**src/rtl/mem_arb_pkg.sv**
```systemverilog
// Shared types and constants for the memory arbiter: FSM state encoding,
// default data-region offset and grant-index width helper.
package mem_arb_pkg;

  localparam logic [31:0] DATA_PART_OFFSET = 32'h0000_D000;

  typedef enum logic [2:0] {
    IDLE,
    RD_BUSY,
    RD_DONE,
    WR_BUSY,
    WR_DONE
  } arb_state_t;

  function automatic int idx_width(input int n);
    return (n > 1) ? $clog2(n) : 1;
  endfunction

endpackage

```
**src/rtl/mem_arbiter_if.sv**
```systemverilog
// Bundle of requester-side and memory-side signals around the arbiter.
// master = arbiter view, slave = caches/memory environment view.
interface mem_arbiter_if #(
  parameter int DATA_WIDTH       = 32,
  parameter int ADDR_WIDTH       = 32,
  parameter int CACHE_LINE_WIDTH = 256,
  parameter int NUM_RD_PORTS     = 2
);

  logic [NUM_RD_PORTS-1:0]                 i_rd_req;
  logic [NUM_RD_PORTS-1:0][ADDR_WIDTH-1:0] i_rd_addr;
  logic [NUM_RD_PORTS-1:0]                 o_rd_done;
  logic [CACHE_LINE_WIDTH-1:0]             o_rd_line;

  logic                  i_wr_valid;
  logic [ADDR_WIDTH-1:0] i_wr_addr;
  logic [DATA_WIDTH-1:0] i_wr_data;
  logic [7:0]            i_wr_strobe;
  logic                  o_wr_done;

  logic                        o_mem_read_req;
  logic [ADDR_WIDTH-1:0]       o_mem_read_address;
  logic                        i_mem_read_done;
  logic [CACHE_LINE_WIDTH-1:0] i_cache_line;

  logic                  o_mem_write_valid;
  logic [ADDR_WIDTH-1:0] o_mem_write_address;
  logic [DATA_WIDTH-1:0] o_mem_write_data;
  logic [7:0]            o_write_strobe;
  logic                  i_mem_write_done;

  modport master (
    input  i_rd_req, i_rd_addr, i_wr_valid, i_wr_addr, i_wr_data, i_wr_strobe,
    input  i_mem_read_done, i_cache_line, i_mem_write_done,
    output o_rd_done, o_rd_line, o_wr_done,
    output o_mem_read_req, o_mem_read_address,
    output o_mem_write_valid, o_mem_write_address, o_mem_write_data, o_write_strobe
  );

  modport slave (
    output i_rd_req, i_rd_addr, i_wr_valid, i_wr_addr, i_wr_data, i_wr_strobe,
    output i_mem_read_done, i_cache_line, i_mem_write_done,
    input  o_rd_done, o_rd_line, o_wr_done,
    input  o_mem_read_req, o_mem_read_address,
    input  o_mem_write_valid, o_mem_write_address, o_mem_write_data, o_write_strobe
  );

endinterface

```
**src/rtl/mem_arb_picker.sv**
```systemverilog
// Combinational request picker: scans the request vector starting at 'start'
// (wrapping) and returns the first requester as a one-hot grant and an index.
module mem_arb_picker #(
  parameter int NUM_PORTS = 2,
  parameter int IDX_W     = 1
) (
  input  logic [NUM_PORTS-1:0] req,
  input  logic [IDX_W-1:0]     start,
  output logic [NUM_PORTS-1:0] grant,
  output logic [IDX_W-1:0]     idx,
  output logic                 any
);

  int pos;

  always_comb begin
    grant = '0;
    idx   = '0;
    any   = 1'b0;
    pos   = 0;
    for (int i = 0; i < NUM_PORTS; i++) begin
      pos = (int'(start) + i) % NUM_PORTS;
      if (!any && req[pos]) begin
        grant[pos] = 1'b1;
        idx        = IDX_W'(pos);
        any        = 1'b1;
      end
    end
  end

endmodule

```
**src/rtl/mem_arbiter.sv**
```systemverilog
// Serialises N cache read ports and one dcache write port onto a single memory channel.
// Define MEM_ARB_ROUND_ROBIN_EN for round-robin read grants; default is fixed priority (port 0 first).
module mem_arbiter
  import mem_arb_pkg::*;
#(
  parameter int                          DATA_WIDTH       = 32,
  parameter int                          ADDR_WIDTH       = 32,
  parameter int                          CACHE_LINE_WIDTH = 256,
  parameter int                          NUM_RD_PORTS     = 2,
  parameter logic [ADDR_WIDTH-1:0]       DATA_BASE        = ADDR_WIDTH'(DATA_PART_OFFSET),
  parameter logic [NUM_RD_PORTS-1:0]     DATA_PORT_MASK   = NUM_RD_PORTS'(2'b10)
) (
  input logic           i_clk,
  input logic           i_rst,
  mem_arbiter_if.master bus
);

  localparam int IDX_W = idx_width(NUM_RD_PORTS);

  arb_state_t              state;
  logic [NUM_RD_PORTS-1:0] grant_oh;
  logic [NUM_RD_PORTS-1:0] pick_grant;
  logic [IDX_W-1:0]        pick_idx;
  logic [IDX_W-1:0]        pick_start;
  logic                    pick_any;
  logic [ADDR_WIDTH-1:0]   pick_addr;

`ifdef MEM_ARB_ROUND_ROBIN_EN
  logic [IDX_W-1:0] rr_ptr;
  assign pick_start = rr_ptr;
`else
  assign pick_start = '0;
`endif

  mem_arb_picker #(
    .NUM_PORTS (NUM_RD_PORTS),
    .IDX_W     (IDX_W)
  ) u_picker (
    .req   (bus.i_rd_req),
    .start (pick_start),
    .grant (pick_grant),
    .idx   (pick_idx),
    .any   (pick_any)
  );

  // Data-region ports get the base offset; the sum wraps silently.
  assign pick_addr = bus.i_rd_addr[pick_idx]
                   + ((|(pick_grant & DATA_PORT_MASK)) ? DATA_BASE : '0);

  // One FSM owns every output so the memory side never sees a combinational
  // path from requester inputs; writes are checked before reads in IDLE.
  always_ff @(posedge i_clk or posedge i_rst) begin
    if (i_rst) begin
      state                   <= IDLE;
      grant_oh                <= '0;
      bus.o_rd_done           <= '0;
      bus.o_rd_line           <= '0;
      bus.o_wr_done           <= 1'b0;
      bus.o_mem_read_req      <= 1'b0;
      bus.o_mem_read_address  <= '0;
      bus.o_mem_write_valid   <= 1'b0;
      bus.o_mem_write_address <= '0;
      bus.o_mem_write_data    <= '0;
      bus.o_write_strobe      <= '0;
`ifdef MEM_ARB_ROUND_ROBIN_EN
      rr_ptr                  <= '0;
`endif
    end else begin
      case (state)
        IDLE: begin
          if (bus.i_wr_valid) begin
            bus.o_mem_write_address <= bus.i_wr_addr + DATA_BASE;
            bus.o_mem_write_data    <= bus.i_wr_data;
            bus.o_write_strobe      <= bus.i_wr_strobe;
            bus.o_mem_write_valid   <= 1'b1;
            state                   <= WR_BUSY;
          end else if (pick_any) begin
            bus.o_mem_read_address <= pick_addr;
            bus.o_mem_read_req     <= 1'b1;
            grant_oh               <= pick_grant;
`ifdef MEM_ARB_ROUND_ROBIN_EN
            rr_ptr                 <= IDX_W'((int'(pick_idx) + 1) % NUM_RD_PORTS);
`endif
            state                  <= RD_BUSY;
          end
        end
        RD_BUSY: begin
          if (bus.i_mem_read_done) begin
            bus.o_mem_read_req <= 1'b0;
            bus.o_rd_line      <= bus.i_cache_line;
            bus.o_rd_done      <= grant_oh;
            state              <= RD_DONE;
          end
        end
        RD_DONE: begin
          bus.o_rd_done <= '0;
          state         <= IDLE;
        end
        WR_BUSY: begin
          if (bus.i_mem_write_done) begin
            bus.o_mem_write_valid <= 1'b0;
            bus.o_wr_done         <= 1'b1;
            state                 <= WR_DONE;
          end
        end
        WR_DONE: begin
          bus.o_wr_done <= 1'b0;
          state         <= IDLE;
        end
        default: state <= IDLE;
      endcase
    end
  end

endmodule

```
**src/flat_wrapper.sv**
```systemverilog
// flat-port wrapper written by rule: the top's interface ports become plain ports
module mem_arbiter_flat import mem_arb_pkg::*;
#(
  parameter int                          DATA_WIDTH       = 32,
  parameter int                          ADDR_WIDTH       = 32,
  parameter int                          CACHE_LINE_WIDTH = 256,
  parameter int                          NUM_RD_PORTS     = 2,
  parameter logic [ADDR_WIDTH-1:0]       DATA_BASE        = ADDR_WIDTH'(DATA_PART_OFFSET),
  parameter logic [NUM_RD_PORTS-1:0]     DATA_PORT_MASK   = NUM_RD_PORTS'(2'b10)
)
  (i_clk, i_rst, bus_i_rd_req, bus_i_rd_addr, bus_i_wr_valid, bus_i_wr_addr, bus_i_wr_data, bus_i_wr_strobe, bus_i_mem_read_done, bus_i_cache_line, bus_i_mem_write_done, bus_o_rd_done, bus_o_rd_line, bus_o_wr_done, bus_o_mem_read_req, bus_o_mem_read_address, bus_o_mem_write_valid, bus_o_mem_write_address, bus_o_mem_write_data, bus_o_write_strobe);
  mem_arbiter_if #(.DATA_WIDTH(DATA_WIDTH), .ADDR_WIDTH(ADDR_WIDTH), .CACHE_LINE_WIDTH(CACHE_LINE_WIDTH), .NUM_RD_PORTS(NUM_RD_PORTS)) bus_i ();
  input logic i_clk;
  input logic i_rst;
  input wire logic [$bits(bus_i.i_rd_req)-1:0] bus_i_rd_req;
  input wire logic [$bits(bus_i.i_rd_addr)-1:0] bus_i_rd_addr;
  input wire logic [$bits(bus_i.i_wr_valid)-1:0] bus_i_wr_valid;
  input wire logic [$bits(bus_i.i_wr_addr)-1:0] bus_i_wr_addr;
  input wire logic [$bits(bus_i.i_wr_data)-1:0] bus_i_wr_data;
  input wire logic [$bits(bus_i.i_wr_strobe)-1:0] bus_i_wr_strobe;
  input wire logic [$bits(bus_i.i_mem_read_done)-1:0] bus_i_mem_read_done;
  input wire logic [$bits(bus_i.i_cache_line)-1:0] bus_i_cache_line;
  input wire logic [$bits(bus_i.i_mem_write_done)-1:0] bus_i_mem_write_done;
  output wire logic [$bits(bus_i.o_rd_done)-1:0] bus_o_rd_done;
  output wire logic [$bits(bus_i.o_rd_line)-1:0] bus_o_rd_line;
  output wire logic [$bits(bus_i.o_wr_done)-1:0] bus_o_wr_done;
  output wire logic [$bits(bus_i.o_mem_read_req)-1:0] bus_o_mem_read_req;
  output wire logic [$bits(bus_i.o_mem_read_address)-1:0] bus_o_mem_read_address;
  output wire logic [$bits(bus_i.o_mem_write_valid)-1:0] bus_o_mem_write_valid;
  output wire logic [$bits(bus_i.o_mem_write_address)-1:0] bus_o_mem_write_address;
  output wire logic [$bits(bus_i.o_mem_write_data)-1:0] bus_o_mem_write_data;
  output wire logic [$bits(bus_i.o_write_strobe)-1:0] bus_o_write_strobe;
  assign bus_i.i_rd_req = bus_i_rd_req;
  assign bus_i.i_rd_addr = bus_i_rd_addr;
  assign bus_i.i_wr_valid = bus_i_wr_valid;
  assign bus_i.i_wr_addr = bus_i_wr_addr;
  assign bus_i.i_wr_data = bus_i_wr_data;
  assign bus_i.i_wr_strobe = bus_i_wr_strobe;
  assign bus_i.i_mem_read_done = bus_i_mem_read_done;
  assign bus_i.i_cache_line = bus_i_cache_line;
  assign bus_i.i_mem_write_done = bus_i_mem_write_done;
  assign bus_o_rd_done = bus_i.o_rd_done;
  assign bus_o_rd_line = bus_i.o_rd_line;
  assign bus_o_wr_done = bus_i.o_wr_done;
  assign bus_o_mem_read_req = bus_i.o_mem_read_req;
  assign bus_o_mem_read_address = bus_i.o_mem_read_address;
  assign bus_o_mem_write_valid = bus_i.o_mem_write_valid;
  assign bus_o_mem_write_address = bus_i.o_mem_write_address;
  assign bus_o_mem_write_data = bus_i.o_mem_write_data;
  assign bus_o_write_strobe = bus_i.o_write_strobe;
  mem_arbiter #(.DATA_WIDTH(DATA_WIDTH), .ADDR_WIDTH(ADDR_WIDTH), .CACHE_LINE_WIDTH(CACHE_LINE_WIDTH), .NUM_RD_PORTS(NUM_RD_PORTS), .DATA_BASE(DATA_BASE), .DATA_PORT_MASK(DATA_PORT_MASK)) u_core (.i_clk(i_clk), .i_rst(i_rst), .bus(bus_i));
endmodule
```
**config.mk**
```make
export PLATFORM = sky130hd
export DESIGN_NAME = mem_arbiter_flat
export DESIGN_NICKNAME = d
export VERILOG_FILES = /design/src/rtl/mem_arb_pkg.sv /design/src/rtl/mem_arbiter_if.sv /design/src/rtl/mem_arb_picker.sv /design/src/rtl/mem_arbiter.sv /design/src/flat_wrapper.sv
export SDC_FILE = /design/constraint.sdc
export NUM_CORES = 1
export LEC_CHECK = 0
export CAP_MARGIN = 20
export CORE_AREA = 5 5 296 298
export DETAILED_ROUTE_END_ITERATION = 8
export DIE_AREA = 0 0 301 303
export HOLD_SLACK_MARGIN = 0.06
export PLACE_DENSITY = 0.54
export SYNTH_ARGS = -nofsm -noshare
export SYNTH_HDL_FRONTEND = slang
export SYNTH_SLANG_ARGS = --single-unit
```
**constraint.sdc**
```tcl
create_clock -name i_clk -period 31.4 [get_ports i_clk]
set_input_delay 6.28 -clock i_clk [delete_from_list [all_inputs] [get_ports i_clk]]
set_output_delay 6.28 -clock i_clk [all_outputs]
set_load 0.01 [all_outputs]
```
==> metrics list <==
* Result of the run: finished, final reports clean
- Final WS setup: 22.40 ns
- IR analysis of the VDD net gives a maximum drop of 0.05189 mV.
- Final clock period utilization by the worst path: about 29%
- Fraction of layout instances using a drive strength above 1: a little under a fifth
- Floorplan die height: 303 um
- Flop pwr share: between 30% and 40%
- The first detailed-routing pass ran for 5 iterations.
- Fraction of met2 tracks used by global routing: 20.78%
- Core Box Area: 84610 um2
* Hold-fix buffer count after cts: 0
- The tool flagged a number of max-cap violations equal to 0.
- Combinational cells account for 43.3% of the total power.
- Proportion of synthesized flip-flops having asynchronous set or reset: 100.0%
* Crit path max fanout: 174
* Skew final: 0.02256 ns
- Synthesized netlist cell count: 1142
- Sw power: about 0.8 mW
- Type of the worst min-delay path: flip-flop to flip-flop
- Crit path time final: 8.998 ns
* Clk network pwr share: 22.4%
- Internal power: 1.700 mW
* Number of cell rows: 107
* Number of antenna violations at the first check in global routing: 3
* Total clock buffers created by CTS: 46
- Counting flops and latches in the post-synthesis netlist gives 370.
- STA classifies the critical path startpoint as a primary input.
* Summed area of non-filler cells in the final layout: ~25000 um2
* Critical path endpoint category: flip-flop
- After clock tree synthesis, the clock-pin slew on the worst setup and hold paths is 0.06 ns.
- Routed wire per std cell: about 18 um
- RePlAce Congestion: 0.8445
* Sequential element share of the synthesized area: 62.29%
- Number of global-route vias before repair: 12770
- The synthesized netlist occupies a cell area of between 10000 and 15000 um2.
- Entering global routing, the biggest net connects 175 pins.
- In this run the static leakage power is 10.44 nW.
* Total power: 2.498 mW
- Crit path DAT: ~9.5 ns
- Count of unique library cells instantiated by Yosys: 49
* Number of nets in the final layout: 2303
- Hold Fails Final Rpt: 0
* Number of max-slew violations in the final report: 0
* Cell with the largest stage delay on the worst path: sky130_fd_sc_hd__and3_4
- The die covers 91200 um2.
- Crit path required time: 31.85 ns
* Buffer levels on the longest clock path: 3
- Clock latency of the later-clocked register in the worst-skew pair: 0.58 ns
- Buffers added to address setup during post-CTS repair amount to 0.
- Wire length of the first global-routing pass: about 80000 um
- Buffers placed on the I/O ports in this run total 763.
* Chain of cells forming the critical path: clkdlybuf4s50_1 -> and3_4 -> buf_4 -> buf_12 -> mux2_2
* Global route overflow: 0
- Drt via density: 3.844
- Setup CP Type: primary input to flip-flop
- Largest stage delay on the critical path: around 0.6 ns
- Setup violations remaining at the end of the flow were counted as 0.
- Met3 global-route usage: 4.036%
- For this run, global-route usage on met1 was measured as 12.65%.
- Power spread over the standard cell area amounts to 98.37 nW/um2.
* Net count of the mapped netlist: 1543
* Mean cell area of the mapped netlist: 13.01 um2
- At the placement stage, the worst setup path has a slack of 21.84 ns.
- The layer flagged by global routing as most heavily used is met2.
* Yosys warnings: 0
- In the synthesized netlist the dominant register cell turns out to be sky130_fd_sc_hd__dfrtp_1.
- TritonCTS built the clock tree.
* DR iter-0 viols: 428
- After routing, the total negative slack on setup checks comes to 0 ns.
* Max_slew headroom: 20.72%
* Dpl hpwl: 43610 um
- Max frequency: 111.1 MHz
- Starting utilization of the core area: 17.57%
* Number of sinks on the clock net: 370
- The tree is rooted in a sky130_fd_sc_hd__clkbuf_16.
* Die Span X: 301 um
* Number of enable-type register cells in the synthesized netlist: 0
* Total detailed-routing wirelength: 56610 um
- At the pin with the least slew margin, the transition time is roughly 1.2 ns.
* Synthesis-to-finish area growth: 70.82%
- After detailed routing, the number of remaining DRC violations is 0.
* Number of vias after detailed routing: 11850
- Total placed instance area: approximately 24000 um2
- Leaving out fill and tap cells, the most frequent cells in the layout are 763 x sky130_fd_sc_hd__clkdlybuf4s50_1, 370 x sky130_fd_sc_hd__dfrtp_1, 259 x sky130_fd_sc_hd__mux2_2.
- Leaving out fill and tap cells, the most frequent cell in the layout is sky130_fd_sc_hd__clkdlybuf4s50_1.
- Level count of the clock H-tree: 2
- Net switching is 31.94% of the power.
- Number of cells upsized or downsized after cts: 0
- Top-level port count: approximately 760
- Antenna viol nets, final: 0
- Setup repair after global routing left no endpoint under its margin.
- Overall routing resource usage: a little under an eighth
## kinds of logic after synthesis
| logic type | count (synthesis) | synth area share, % |
|---|---|---|
| compound gates | 85 | 3.443 |
| xor+xnor | 28 | 1.650 |
| fa+ha+maj | 2 | 0.1683 |
| buf+inv | 70 | 2.105 |
| flops | 370 | 62.29 |
| mux | 287 | 21.51 |
| simple gates | 300 | 8.831 |
## power groups by stage
stage	clock, mW	combinational [mW]	sequential (mW)
4_1_cts	0.580	1.11	0.861
3_3_place_gp	0	1.09	0.856
3_5_place_dp	0	1.10	0.863
5_1_grt	0.598	1.16	0.888
2_1_floorplan	0	0.337	0.949
6_report	0.560	1.08	0.857
## cells in the mapped netlist (3+ instances only)
cell,number,area [um2]
sky130_fd_sc_hd__nand3b_1,3,22.52
sky130_fd_sc_hd__nor3_1,8,40.04
sky130_fd_sc_hd__a21oi_1,10,50.05
sky130_fd_sc_hd__nand3_1,10,50.05
sky130_fd_sc_hd__xor2_1,12,105.1
sky130_fd_sc_hd__nand4_1,3,18.77
sky130_fd_sc_hd__nor2_1,15,56.30
sky130_fd_sc_hd__a31oi_1,4,25.02
sky130_fd_sc_hd__clkbuf_1,29,108.9
sky130_fd_sc_hd__nor4_1,5,31.28
sky130_fd_sc_hd__o31a_1,4,35.03
sky130_fd_sc_hd__and3_1,9,56.30
sky130_fd_sc_hd__inv_1,8,30.03
sky130_fd_sc_hd__mux2i_1,28,280.3
sky130_fd_sc_hd__o31ai_1,10,75.07
sky130_fd_sc_hd__nand2_1,228,855.8
sky130_fd_sc_hd__a22o_1,3,26.28
sky130_fd_sc_hd__o21ai_0,44,220.2
sky130_fd_sc_hd__xnor2_1,16,140.1
sky130_fd_sc_hd__buf_2,31,155.2
sky130_fd_sc_hd__mux2_2,259,2917
sky130_fd_sc_hd__dfrtp_1,370,9259
## registers in the layout, summed over array words and instances, names as in the netlist
| register | flops |
|---|---|
| u_core.bus.o_write_strobe | 8 |
| u_core.state | 3 |
| u_core.bus.o_mem_read_address | 32 |
| u_core.bus.o_rd_line | 256 |
| u_core.bus.o_mem_write_address | 32 |
| u_core.bus.o_wr_done | 1 |
| u_core.bus.o_mem_write_data | 32 |
| u_core.bus.o_rd_done | 2 |
| u_core.bus.o_mem_write_valid | 1 |
| u_core.bus.o_mem_read_req | 1 |
| u_core.grant_oh | 2 |
## stage by stage
step	utilization [%]	std cells	hold WS [ns]
final	30.01	3082	0.4675
after CTS	29.97	3080	0.4749
after global routing	30.01	3082	0.4854
after global placement	28.09	2997	0.4596
after detailed placement	28.09	2997	0.4621
after floorplan	-	1142	0.4664
## layer usage
metal | wire, um | up-vias
met5 | 7 | -
met4 | 1734 | 2
met3 | 4819 | 93
met2 | 29160 | 490
met1 | 20880 | 5804
li1 | - | 5459
## layout make-up
class	instances	area (um2)
fillers	8626	59220
multi-input cells	702	5316
inverters	8	37.54
flip-flops and latches	370	9259
well taps	1144	1431
clock buffers	62	1303
diodes	1	2.502
clock inverters	21	287.8
repair buffers	774	7752
## critical path, delay by kind of cell
family	cells	cell delay [ns]
simple gates	1	0.60
mux	1	0.42
buf+inv	3	1.70
## final timing paths
kind | from | slack, ns | to | cells past startpoint
max | bus_i_mem_read_done | 22.40 | u_core.bus.o_rd_line[50]$_DFFE_PP0P_ | 5
min | u_core.bus.o_mem_write_address[3]$_DFFE_PP0P_ | 0.47 | u_core.bus.o_mem_write_address[3]$_DFFE_PP0P_ | 2
max reg2reg | u_core.state[1]$_DFFE_PP0P_ | 27.89 | u_core.bus.o_rd_line[50]$_DFFE_PP0P_ | 5
min reg2reg | u_core.bus.o_mem_write_address[3]$_DFFE_PP0P_ | 0.47 | u_core.bus.o_mem_write_address[3]$_DFFE_PP0P_ | 2
max in group asynchronous | i_rst | 22.79 | u_core.bus.o_rd_line[247]$_DFFE_PP0P_ | 4
min in group asynchronous | i_rst | 6.24 | u_core.bus.o_rd_line[219]$_DFFE_PP0P_ | 2
Note: power is estimated with default switching activity, not from simulation.
